==> src/rtl/program_loader.sv <==
// Receives a program byte-stream from a UART receiver, assembles big-endian
// instruction words and writes them sequentially into instruction memory.
module program_loader #(
  parameter int                 NB_DATA      = 32,
  parameter int                 NB_BYTE      = 8,
  parameter int                 NB_ADDR      = 32,
  parameter int                 MEMORY_DEPTH = 64,
  parameter logic [NB_DATA-1:0] HALT_INSTR   = 32'hFFFFFFFF
) (
  input  logic               i_clock,
  input  logic               i_reset,
  input  logic               i_start,
  input  logic [NB_BYTE-1:0] i_rx_data,
  input  logic               i_rx_done,
  output logic               o_write_enable,
  output logic [NB_ADDR-1:0] o_write_addr,
  output logic [NB_DATA-1:0] o_write_data,
  output logic               o_busy,
  output logic               o_done,
  output logic               o_overflow,
  output logic [NB_ADDR-1:0] o_word_count
);

  localparam int BYTES_PER_WORD = NB_DATA / NB_BYTE;
  localparam int CNT_W          = (BYTES_PER_WORD > 1) ? $clog2(BYTES_PER_WORD) : 1;
  localparam int ASM_W          = NB_DATA - NB_BYTE;
  localparam logic [CNT_W-1:0]   LAST_BYTE = CNT_W'(BYTES_PER_WORD - 1);
  localparam logic [NB_ADDR-1:0] LAST_ADDR = NB_ADDR'(MEMORY_DEPTH - 1);

  typedef enum logic [2:0] {
    IDLE,
    RECEIVE,
    WRITE,
    DONE,
    ERROR
  } state_t;

  state_t             state;
  state_t             state_next;
  logic [CNT_W-1:0]   byte_cnt;
  logic [NB_ADDR-1:0] word_idx;
  // Only the leading bytes are stored; the final byte is taken straight from
  // i_rx_data when the completed word is latched into o_write_data.
  logic [ASM_W-1:0]   asm_reg;
  logic               last_byte;
  logic               start_session;

  always_ff @(posedge i_clock) begin
    if (i_reset) begin
      state <= IDLE;
    end else begin
      state <= state_next;
    end
  end

  always_comb begin
    state_next    = state;
    last_byte     = (byte_cnt == LAST_BYTE);
    start_session = 1'b0;
    case (state)
      IDLE: begin
        if (i_start) begin
          state_next    = RECEIVE;
          start_session = 1'b1;
        end
      end
      RECEIVE: begin
        if (i_rx_done && last_byte) begin
          state_next = WRITE;
        end
      end
      WRITE: begin
        if (o_write_data == HALT_INSTR) begin
          state_next = DONE;
        end else if (word_idx == LAST_ADDR) begin
          state_next = ERROR;
        end else begin
          state_next = RECEIVE;
        end
      end
      DONE, ERROR: begin
        if (i_start) begin
          state_next    = RECEIVE;
          start_session = 1'b1;
        end
      end
      default: state_next = IDLE;
    endcase
  end

  // Status flags are registered from the next state so they line up with it.
  always_ff @(posedge i_clock) begin
    if (i_reset) begin
      byte_cnt       <= '0;
      word_idx       <= '0;
      asm_reg        <= '0;
      o_write_enable <= 1'b0;
      o_write_addr   <= '0;
      o_write_data   <= '0;
      o_busy         <= 1'b0;
      o_done         <= 1'b0;
      o_overflow     <= 1'b0;
      o_word_count   <= '0;
    end else begin
      o_write_enable <= (state_next == WRITE);
      o_busy         <= (state_next == RECEIVE) || (state_next == WRITE);
      o_done         <= (state_next == DONE);
      o_overflow     <= (state_next == ERROR);

      if (start_session) begin
        byte_cnt     <= '0;
        word_idx     <= '0;
        asm_reg      <= '0;
        o_word_count <= '0;
      end

      if (state == RECEIVE && i_rx_done) begin
        if (last_byte) begin
          byte_cnt     <= '0;
          o_write_addr <= word_idx;
          o_write_data <= {asm_reg, i_rx_data};
        end else begin
          byte_cnt <= byte_cnt + 1'b1;
        end
        if (ASM_W > NB_BYTE) begin
          asm_reg <= ASM_W'({asm_reg, i_rx_data});
        end else begin
          asm_reg <= ASM_W'(i_rx_data);
        end
      end

      if (state == WRITE) begin
        o_word_count <= o_word_count + 1'b1;
        if (state_next == RECEIVE) begin
          word_idx <= word_idx + 1'b1;
        end
      end
    end
  end

endmodule

==> config.mk <==
export PLATFORM = sky130hd
export DESIGN_NAME = program_loader
export DESIGN_NICKNAME = d
export VERILOG_FILES = /design/src/rtl/program_loader.sv
export SDC_FILE = /design/constraint.sdc
export NUM_CORES = 1
export LEC_CHECK = 0
export BUFFER_PORTS_ARGS = -buffer_cell sky130_fd_sc_hd__buf_2
export CORE_MARGIN = 2
export CORE_UTILIZATION = 30
export DETAILED_ROUTE_END_ITERATION = 10
export PLACE_DENSITY = 0.55
export SKIP_LAST_GASP = 1
export SLEW_MARGIN = 40
export SYNTH_ARGS = -nofsm -noshare
export SYNTH_HDL_FRONTEND = slang
export SYNTH_SLANG_ARGS = --single-unit
export TNS_END_PERCENT = 100
==> constraint.sdc <==
create_clock -name i_clock -period 2.1 [get_ports i_clock]
set_input_delay 0.21 -clock i_clock [delete_from_list [all_inputs] [get_ports i_clock]]
set_output_delay 0.21 -clock i_clock [all_outputs]
set_load 0.01 [all_outputs]
# ---- Yosys cells after proc, flatten, opt, wreduce, memory -nomap -nowiden
# Cells that the tools add are included.
dict set report word_totals {
  word_cells 50
  inputBits 12
  output_inout_bits 100
  ff_bits 161
}
dict set report classes {
  mux 17
  n_addsub 3
  eq_ne 11
  n_reduce_logical 8
}
# op count
set op_table {}
lappend op_table {{2-to-1 mux 32 bit} 5}
lappend op_table {{adder 32 x 1 -> 32 bit (second input constant)} 2}
lappend op_table {{2-to-1 mux 24 bit} 2}
lappend op_table {{equality test 32 bit (second input constant)} 1}
lappend op_table {{equality test 32 x 6 -> 1 bit (second input constant)} 1}
lappend op_table {{equality test 3 x 2 -> 1 bit (second input constant)} 4}
lappend op_table {{2-to-1 mux 3 bit} 4}
lappend op_table {{case mux 3 bit (3 select lines)} 1}
lappend op_table {{equality test 3 x 1 -> 1 bit (second input constant)} 2}
lappend op_table {{equality test 3 bit (second input constant)} 2}
lappend op_table {{2-to-1 mux 2 bit} 3}
lappend op_table {{nonzero test 2 bit} 2}
lappend op_table {{logical NOT 3 bit} 1}
lappend op_table {{OR reduction 3 bit} 1}
lappend op_table {{adder 2 x 1 -> 2 bit (second input constant)} 1}
lappend op_table {{equality test 2 bit (second input constant)} 1}
lappend op_table {{logical AND 1 bit} 2}
lappend op_table {{2-to-1 mux 1 bit} 2}
lappend op_table {{AND reduction 2 bit} 1}
lappend op_table {{logical OR 1 bit} 1}

# ---- Depth between registers and ports, before layout
# Gate-level depths: netlist of the first run.
dict set report depth {
  depth_word 7
  ltp_mapped 8
}

# ---- Worst setup path before layout of the first run
# Ideal clock, no wire load.
dict set report synth_timing {
  path_kind {register -> register}
  startpoint {reg o_word_count[0]}
  endpoint {reg o_word_count[28]}
  t_required_ns 2.030
  path_slack_ns 0.055
  stages_incl_launch_ff 8
  n_path_buf 1
  setup_time_ns 0.070
  t_arrival_ns 1.975
  path_cell_list {dfxtp_1 -> ha_1 -> and4_1 -> nand2_2 -> or3_1 -> clkbuf_1 -> or3_1 -> a21oi_1}
}
dict set report synth_between {
  elab_chain_len 2
}
# item line_no
set synth_lines {}
lappend synth_lines {{from (decl)} 21} ;# output logic [NB_ADDR-1:0] o_word_count
lappend synth_lines {{from (signal assigned)} 133} ;# o_word_count <= o_word_count + 1'b1;
lappend synth_lines {{adder 32 x 1 -> 32 bit} 133}
lappend synth_lines {{2-to-1 mux 32 bit} 132} ;# if (state == WRITE) begin
# No other way between the ends.
# A chain may end at the register's enable or synchronous reset.

# ---- Final worst setup path of the first run
dict set report layout_timing {
  startpoint {reg state[2]}
  endpoint {reg o_word_count[29]}
}
dict set report layout_between {
  elab_chain_len 4
}
# item line_no
set layout_lines {}
lappend layout_lines {{from (decl)} 38} ;# state_t state;
lappend layout_lines {{from (signal assigned)} 52} ;# state <= state_next;
lappend layout_lines {{equality test 3 x 2 -> 1 bit (tied with other cells)} 60} ;# case (state)
lappend layout_lines {{OR reduction 3 bit (no line)} -}
lappend layout_lines {{2-to-1 mux 1 bit} -}
lappend layout_lines {{nonzero test 2 bit (no line)} -}
# Several ways; a longest one is shown, not always the timed one.

==> impl_metrics.json, run 1 <==
{
  "initialDrtViolationCount": 320,
  "rsz0062_at_grt": "yes",
  "final.setup.tns_ps": 0,
  "min_delay_path_depth": 3,
  "synth.area.top_cells": "dfxtp_1, nand2_1, a21oi_1, nand3_1, clkbuf_1",
  "rr_worst_depth": 5,
  "final_cells": 1259,
  "p_int_mw": 5.05,
  "ant_nets": 0,
  "grt_pass1_vias": 6100,
  "hold_viol_final": 0,
  "critPathMaxFanout": 8,
  "regArea_mm2": 0.00322,
  "ys.flop_type": "dfxtp_1",
  "hold_path.class": "input port to flip-flop",
  "area_delta_synth_final_pct": 26.9,
  "die_height_um": 154,
  "fp.coreArea_mm2": 0.0220,
  "max_slew_margin_pct": 63.9,
  "clkPwrFrac_pct": 49.8,
  "nFillCells": 2302,
  "outcome": "finished, final reports clean",
  "cts_buffer_depth": 2,
  "grt_pass1_wl_mm": 31.9,
  "worst-setup-path-type": "flip-flop to flip-flop",
  "first_pass_iters": 4,
  "grt_antenna_before_repair": 2,
  "viasPerCell": 5.12,
  "ys_warn_count": 0,
  "setup-violations-final": 0,
  "yosysTopAreaCellShare_pct": 47.6,
  "power_frac_comb_pct": 3.0,
  "clock-sinks": 161,
  "seq_power_share_pct": 47.2,
  "die_area_mm2": 0.0238,
  "hold_slack_ps": 38.2,
  "tritoncts": "built",
  "fin_crit_sh_pct": 94.3,
  "dp_cells": 1226,
  "start_util_pct": 30.8,
  "grt_util_all_layers_pct": 16.6,
  "switching_share_pct": 22.4,
  "wirelength_mm": 19.4,
  "fin_nets": 980,
  "synth_cell_types": 50,
  "clk_pin_slew_ps": 60,
  "synth_top_area_cell": "dfxtp_1",
  "synth_enable_flop_cells": 0,
  "insertion_delay_ps": 420,
  "syn_nets": 848,
  "finalCriticalPeriod_ps": 1980,
  "vias": 6441,
  "syn_area_mm2": 0.00677,
  "clock_skew_ps": 9.83,
  "powerDensity_mw_per_mm2": 757,
  "drc": 0,
  "portBuffers": 111,
  "tightest_slew_ps": 542,
  "io_pins": 112,
  "cts-root-buf": "clkbuf_16",
  "layout_setup_ws_ps": 120,
  "peakVddDrop_mv": 0.470,
  "yosysSeqAreaShare_pct": 47.6,
  "slew_viol_final": 0,
  "final_util_pct": 39.1,
  "max_freq_ghz": 0.505,
  "grt_max_degree": 64,
  "h-tree-depth": 4,
  "grt_overflow": 0,
  "wl_per_cell_um": 15.4,
  "critPathRequiredTime_ps": 2470,
  "ys_seq_elements": 161,
  "end_kind": "flip-flop",
  "synth_cells": 833,
  "multi_input_area_mm2": 0.00331,
  "hpwl_mm": 13.5,
  "die_w_um": 154,
  "p_leak_nw": 3.21,
  "cts_setup_buffers": 0,
  "drv_cap": 0,
  "cts_buffers": 17,
  "pre_cts_ws_ps": 56.7,
  "synth-async-reset-ratio_pct": 0,
  "drive_gt1_share_pct": 23.5,
  "syn_area_per_cell_um2": 8.12,
  "worstPathArrival_ps": 2350,
  "worstSetupStartpointType": "flip-flop",
  "fp-row-count": 54,
  "power_switching_mw": 1.45,
  "gp_congestion": 0.759
}
## cell usage after synthesis (all sizes together), types with 3 or more instances
| cell | instances |
|---|---|
| or4 | 20 |
| o21ai | 11 |
| o211ai | 22 |
| or3 | 11 |
| and4 | 6 |
| and3 | 8 |
| nor4 | 9 |
| a22oi | 3 |
| nand4 | 23 |
| clkbuf | 50 |
| nor3 | 11 |
| o2111ai | 4 |
| nand2 | 194 |
| nand3 | 56 |
| or2 | 10 |
| buf | 7 |
| a21oi | 123 |
| ha | 3 |
| o311ai | 12 |
| mux2i | 10 |
| o31ai | 5 |
| o41ai | 12 |
| dfxtp | 161 |
| a211oi | 3 |
| inv | 11 |
| nor2 | 24 |
## what timing repair did
action,CTS,global route
setup endpoints to repair,0,32
hold buffers,0,0
resized for setup,0,6
## metal layers
layer / vias up / share of wire [%] / wire length [um] / global-route usage, %
li1: 3277 / - / - / -
met1: 3040 / 48 / 9290 / 22.3
met2: 109 / 46 / 8890 / 26.3
met3: 13 / 5.2 / 1000 / 4.60
met4: 2 / 0.81 / 157 / 4.36
met5: - / 0.067 / 13 / 0
## power by group through the flow
| stage | sequential (mW) | clock, mW | combinational (mW) |
|---|---|---|---|
| floorplan | 3.14 | 0 | 0.117 |
| global placement | 3.14 | 0 | 0.197 |
| detailed placement | 3.14 | 0 | 0.196 |
| CTS | 3.07 | 3.32 | 0.197 |
| global route | 3.07 | 3.45 | 0.215 |
| finish | 3.07 | 3.24 | 0.195 |
## stage by stage
step	power (mW)	instance area, um^2
global placement	3.34	7950
global route	6.74	8590
detailed placement	3.34	7950
floorplan	3.26	6770
CTS	6.59	8570
finish	6.50	8590
## worst max-delay path: stages (launching register included)
cell and delay (ps):
dfxtp_1 310, or3b_4 450, nor3_4 220, or3b_4 460
or4_1 410, nand2_1 80
## path summary, 6_finish.rpt
check | startpoint | end | slack, ps
min | i_rx_data[0] | o_write_data[0]$_SDFFE_PP0P_ | 40
min reg2reg | asm_reg[21]$_SDFFE_PP0P_ | o_write_data[29]$_SDFFE_PP0P_ | 450
max reg2reg | state[2]$_SDFF_PP0_ | o_word_count[29]$_SDFFE_PP0P_ | 120
max | state[2]$_SDFF_PP0_ | o_word_count[29]$_SDFFE_PP0P_ | 120
## layout make-up
class                           instances  share of cell area [%]
Multi-Input combinational cell        604                    38.6
Sequential cell                       161                    37.6
Timing Repair Buffer                  170                    12.1
Clock buffer                           19                    5.28
Tap cell                              280                    4.08
Clock inverter                         13                    1.85
Inverter                               11                   0.481
Antenna cell                            1                  0.0291
## logic make-up (layout without fill, tap and decap cells)
kind of cell / Yosys count / count (layout) / synth area share [%]
simple gates: 387 / 387 / 28.1
compound gates: 203 / 203 / 18.3
flops: 161 / 161 / 47.6
buf+inv: 68 / 213 / 3.83
mux: 11 / 11 / 1.65
fa+ha+maj: 3 / 3 / 0.555
other cells: 0 / 1 / 0
## cells in the final DEF, fill, tap and decap left out, drive strengths merged, types with 5 or more instances in the layout
| master | n |
|---|---|
| or3 | 11 |
| o41ai | 12 |
| and3 | 8 |
| dfxtp | 161 |
| buf | 170 |
| o21ai | 11 |
| clkinv | 5 |
| nor3 | 11 |
| nand4 | 23 |
| o211ai | 22 |
| or4 | 20 |
| mux2i | 10 |
| o31ai | 5 |
| nand3 | 56 |
| inv | 13 |
| and4 | 6 |
| a21oi | 123 |
| or2 | 10 |
| o311ai | 12 |
| nand2 | 194 |
| nor4 | 9 |
| clkbuf | 19 |
| nor2 | 24 |
(Power assumes the default switching activity.)
==> inputs of run 2 (changes only) <==
Settings changed: CELL_PAD_IN_SITES_DETAIL_PLACEMENT set to 1, CELL_PAD_IN_SITES_GLOBAL_PLACEMENT set to 1, PLACE_DENSITY 0.55 to 0.68.
==> run 2 against run 1 <==
Against the previous run: clock power shrank 2%; wire length is 9.6% higher; first-iteration DRC count fell by 6.9%; total power shrank 1.1%; sequential power about the same; global-route usage is 1.3 points higher; largest cell class unchanged.
==> impl_metrics.json, run 2 (same netlist as run 1, synthesis figures left out) <==
{
  "outcome": "finished, final reports clean",
  "fin_nets": 994,
  "reg2reg_slack_ps": 10,
  "die_area_mm2": 0.0238,
  "hold_viol_final": 0,
  "finalCriticalPeriod_ps": 2090,
  "timing.rr.end": "o_word_count[29]$_SDFFE_PP0P_",
  "clkPwrFrac_pct": 49.1,
  "setup-violations-final": 0,
  "min-delay-start": "i_rx_data[2]",
  "fp-row-count": 54,
  "first_pass_iters": 4,
  "io_pins": 112,
  "final_util_pct": 39.8,
  "reg2reg_from": "state[0]$_SDFF_PP0_",
  "peakVddDrop_mv": 0.496,
  "initialDrtViolationCount": 298,
  "critical_path.slowest_cell": "or3b_4",
  "cts_buffer_depth": 2,
  "path_cells": "or3b_4 > buf_12 > nor3_4 > or3b_4 > or4_1 > nand2_1",
  "worstPathArrival_ps": 2460,
  "fp.coreArea_mm2": 0.0220,
  "dp_cells": 1234,
  "max_freq_ghz": 0.479,
  "rr_worst_depth": 6,
  "insertion_delay_ps": 430,
  "cpMostUsedCell": "or3b_4",
  "vias": 6676,
  "ant_nets": 0,
  "power_switching_mw": 1.42,
  "powerDensity_mw_per_mm2": 736,
  "die_w_um": 154,
  "rsz0062_at_grt": "yes",
  "drv_cap": 0,
  "grt_antenna_before_repair": 1,
  "drc": 0,
  "tritoncts": "built",
  "clock-sinks": 161,
  "critPathRequiredTime_ps": 2470,
  "h-tree-depth": 4,
  "grt_max_degree": 92,
  "pre_cts_ws_ps": -57.1,
  "slew_viol_final": 0,
  "wl_per_cell_um": 16.7,
  "fin_crit_sh_pct": 99.4,
  "clk_pin_slew_ps": 60,
  "clock_skew_ps": 10.3,
  "layout_common_cells": "nand2_1, dfxtp_1, a21oi_1, buf_2, buf_4",
  "die_height_um": 154,
  "final_common_cell": "nand2_1",
  "power_frac_comb_pct": 3.2,
  "final.setup.tns_ps": 0,
  "p_int_mw": 5.01,
  "routed.top_layer": "met4",
  "p_leak_nw": 3.27,
  "worst-setup-path-type": "flip-flop to flip-flop",
  "grt_util_all_layers_pct": 17.8,
  "cts-root-buf": "clkbuf_16",
  "seq_power_share_pct": 47.7,
  "viasPerCell": 5.25,
  "grt_overflow": 0,
  "met3RoutedLength_mm": 1.00,
  "start_util_pct": 30.8,
  "grt_pass1_vias": 6540,
  "final_cells": 1272,
  "end_kind": "flip-flop",
  "slowest_delay_ps": 440,
  "critPathMaxFanout": 7,
  "route.met2.wl_mm": 9.72,
  "hold_path.class": "input port to flip-flop",
  "whs_endpoint": "asm_reg[2]$_SDFFE_PP0P_",
  "cts_hold_buf": 0,
  "gp_congestion": 0.790,
  "wirelength_mm": 21.2,
  "drive_gt1_share_pct": 24.9,
  "cts_buffers": 17,
  "portBuffers": 111,
  "switching_share_pct": 22.1,
  "hpwl_mm": 14.7,
  "area_delta_synth_final_pct": 29.3,
  "min_delay_path_depth": 3,
  "worstSetupStartpointType": "flip-flop",
  "grt_pass1_wl_mm": 34.4,
  "placed_area_mm2": 0.00802,
  "layout_setup_ws_ps": 12.1,
  "tightest_slew_ps": 642,
  "m1WireLength_mm": 10.3,
  "final_area_mm2": 0.00874,
  "max_slew_margin_pct": 57.1
}
[run 2: cell types whose count changed in the layout (fill, tap and decap cells not counted), moves of 3 or more]
| cell | before | now |
|---|---|---|
| buf_4 | 56 | 68 |
| dfxtp_4 | 0 | 3 |
| clkbuf_1 | 0 | 4 |
| clkinv_2 | 4 | 1 |
[run 2: power by group through the flow]
stage               Clock, mW  Combinational, mW  Sequential, mW
floorplan                   0              0.117            3.14
global placement            0              0.205            3.14
detailed placement          0              0.209            3.14
CTS                      3.24              0.210            3.07
global route             3.38              0.226            3.07
finish                   3.16              0.208            3.07
[run 2: worst max-delay path, delay by kind of cell, from the launching register on]
family	cells	cell delay [ps]
and+or+nand+nor	5	1530
DFF	1	360
buffers and inverters	1	140
[run 2: final cells by class]
| type | instances | area (um^2) |
|---|---|---|
| Fill cell | 2655 | 13200 |
| Multi-Input combinational cell | 604 | 3360 |
| Sequential cell | 161 | 3230 |
| Timing Repair Buffer | 184 | 1160 |
| Clock buffer | 22 | 454 |
| Tap cell | 280 | 350 |
| Clock inverter | 9 | 134 |
| Inverter | 11 | 41.3 |
| Antenna cell | 1 | 2.50 |
[run 2: how the worst max path moves through the flow]
stage / to / cells past startpoint / start
after floorplan: o_word_count[28]$_SDFFE_PP0P_ / 7 / o_word_count[0]$_SDFFE_PP0P_
after global placement: o_word_count[29]$_SDFFE_PP0P_ / 6 / state[2]$_SDFF_PP0_
after detailed placement: word_idx[26]$_SDFF_PP0_ / 6 / state[1]$_SDFF_PP0_
after CTS: word_idx[3]$_SDFF_PP0_ / 6 / o_write_data[29]$_SDFFE_PP0P_
after global routing: word_idx[26]$_SDFF_PP0_ / 6 / state[0]$_SDFF_PP0_
final: o_word_count[29]$_SDFFE_PP0P_ / 6 / state[0]$_SDFF_PP0_
[run 2: layer usage]
| layer | vias up | track usage [%] |
|---|---|---|
| li1 | 3295 | - |
| met1 | 3260 | 23.9 |
| met2 | 102 | 28.4 |
| met3 | 19 | 4.90 |
| met4 | 0 | 4.72 |
| met5 | - | 0 |
[run 2: repair_timing]
item | 4_1_cts | 5_1_grt
setup buffers | 0 | 9
pin swaps | 1 | 10
setup endpoints to repair | 8 | 32
gates resized for setup | 4 | 16
endpoints found under the hold margin | 0 | 0
[run 2: metrics by stage]
stage	power [mW]	hold slack, ps
2_1_floorplan	3.26	346
3_3_place_gp	3.35	441
3_5_place_dp	3.35	448
4_1_cts	6.52	12.6
5_1_grt	6.68	18.2
6_report	6.43	34.6
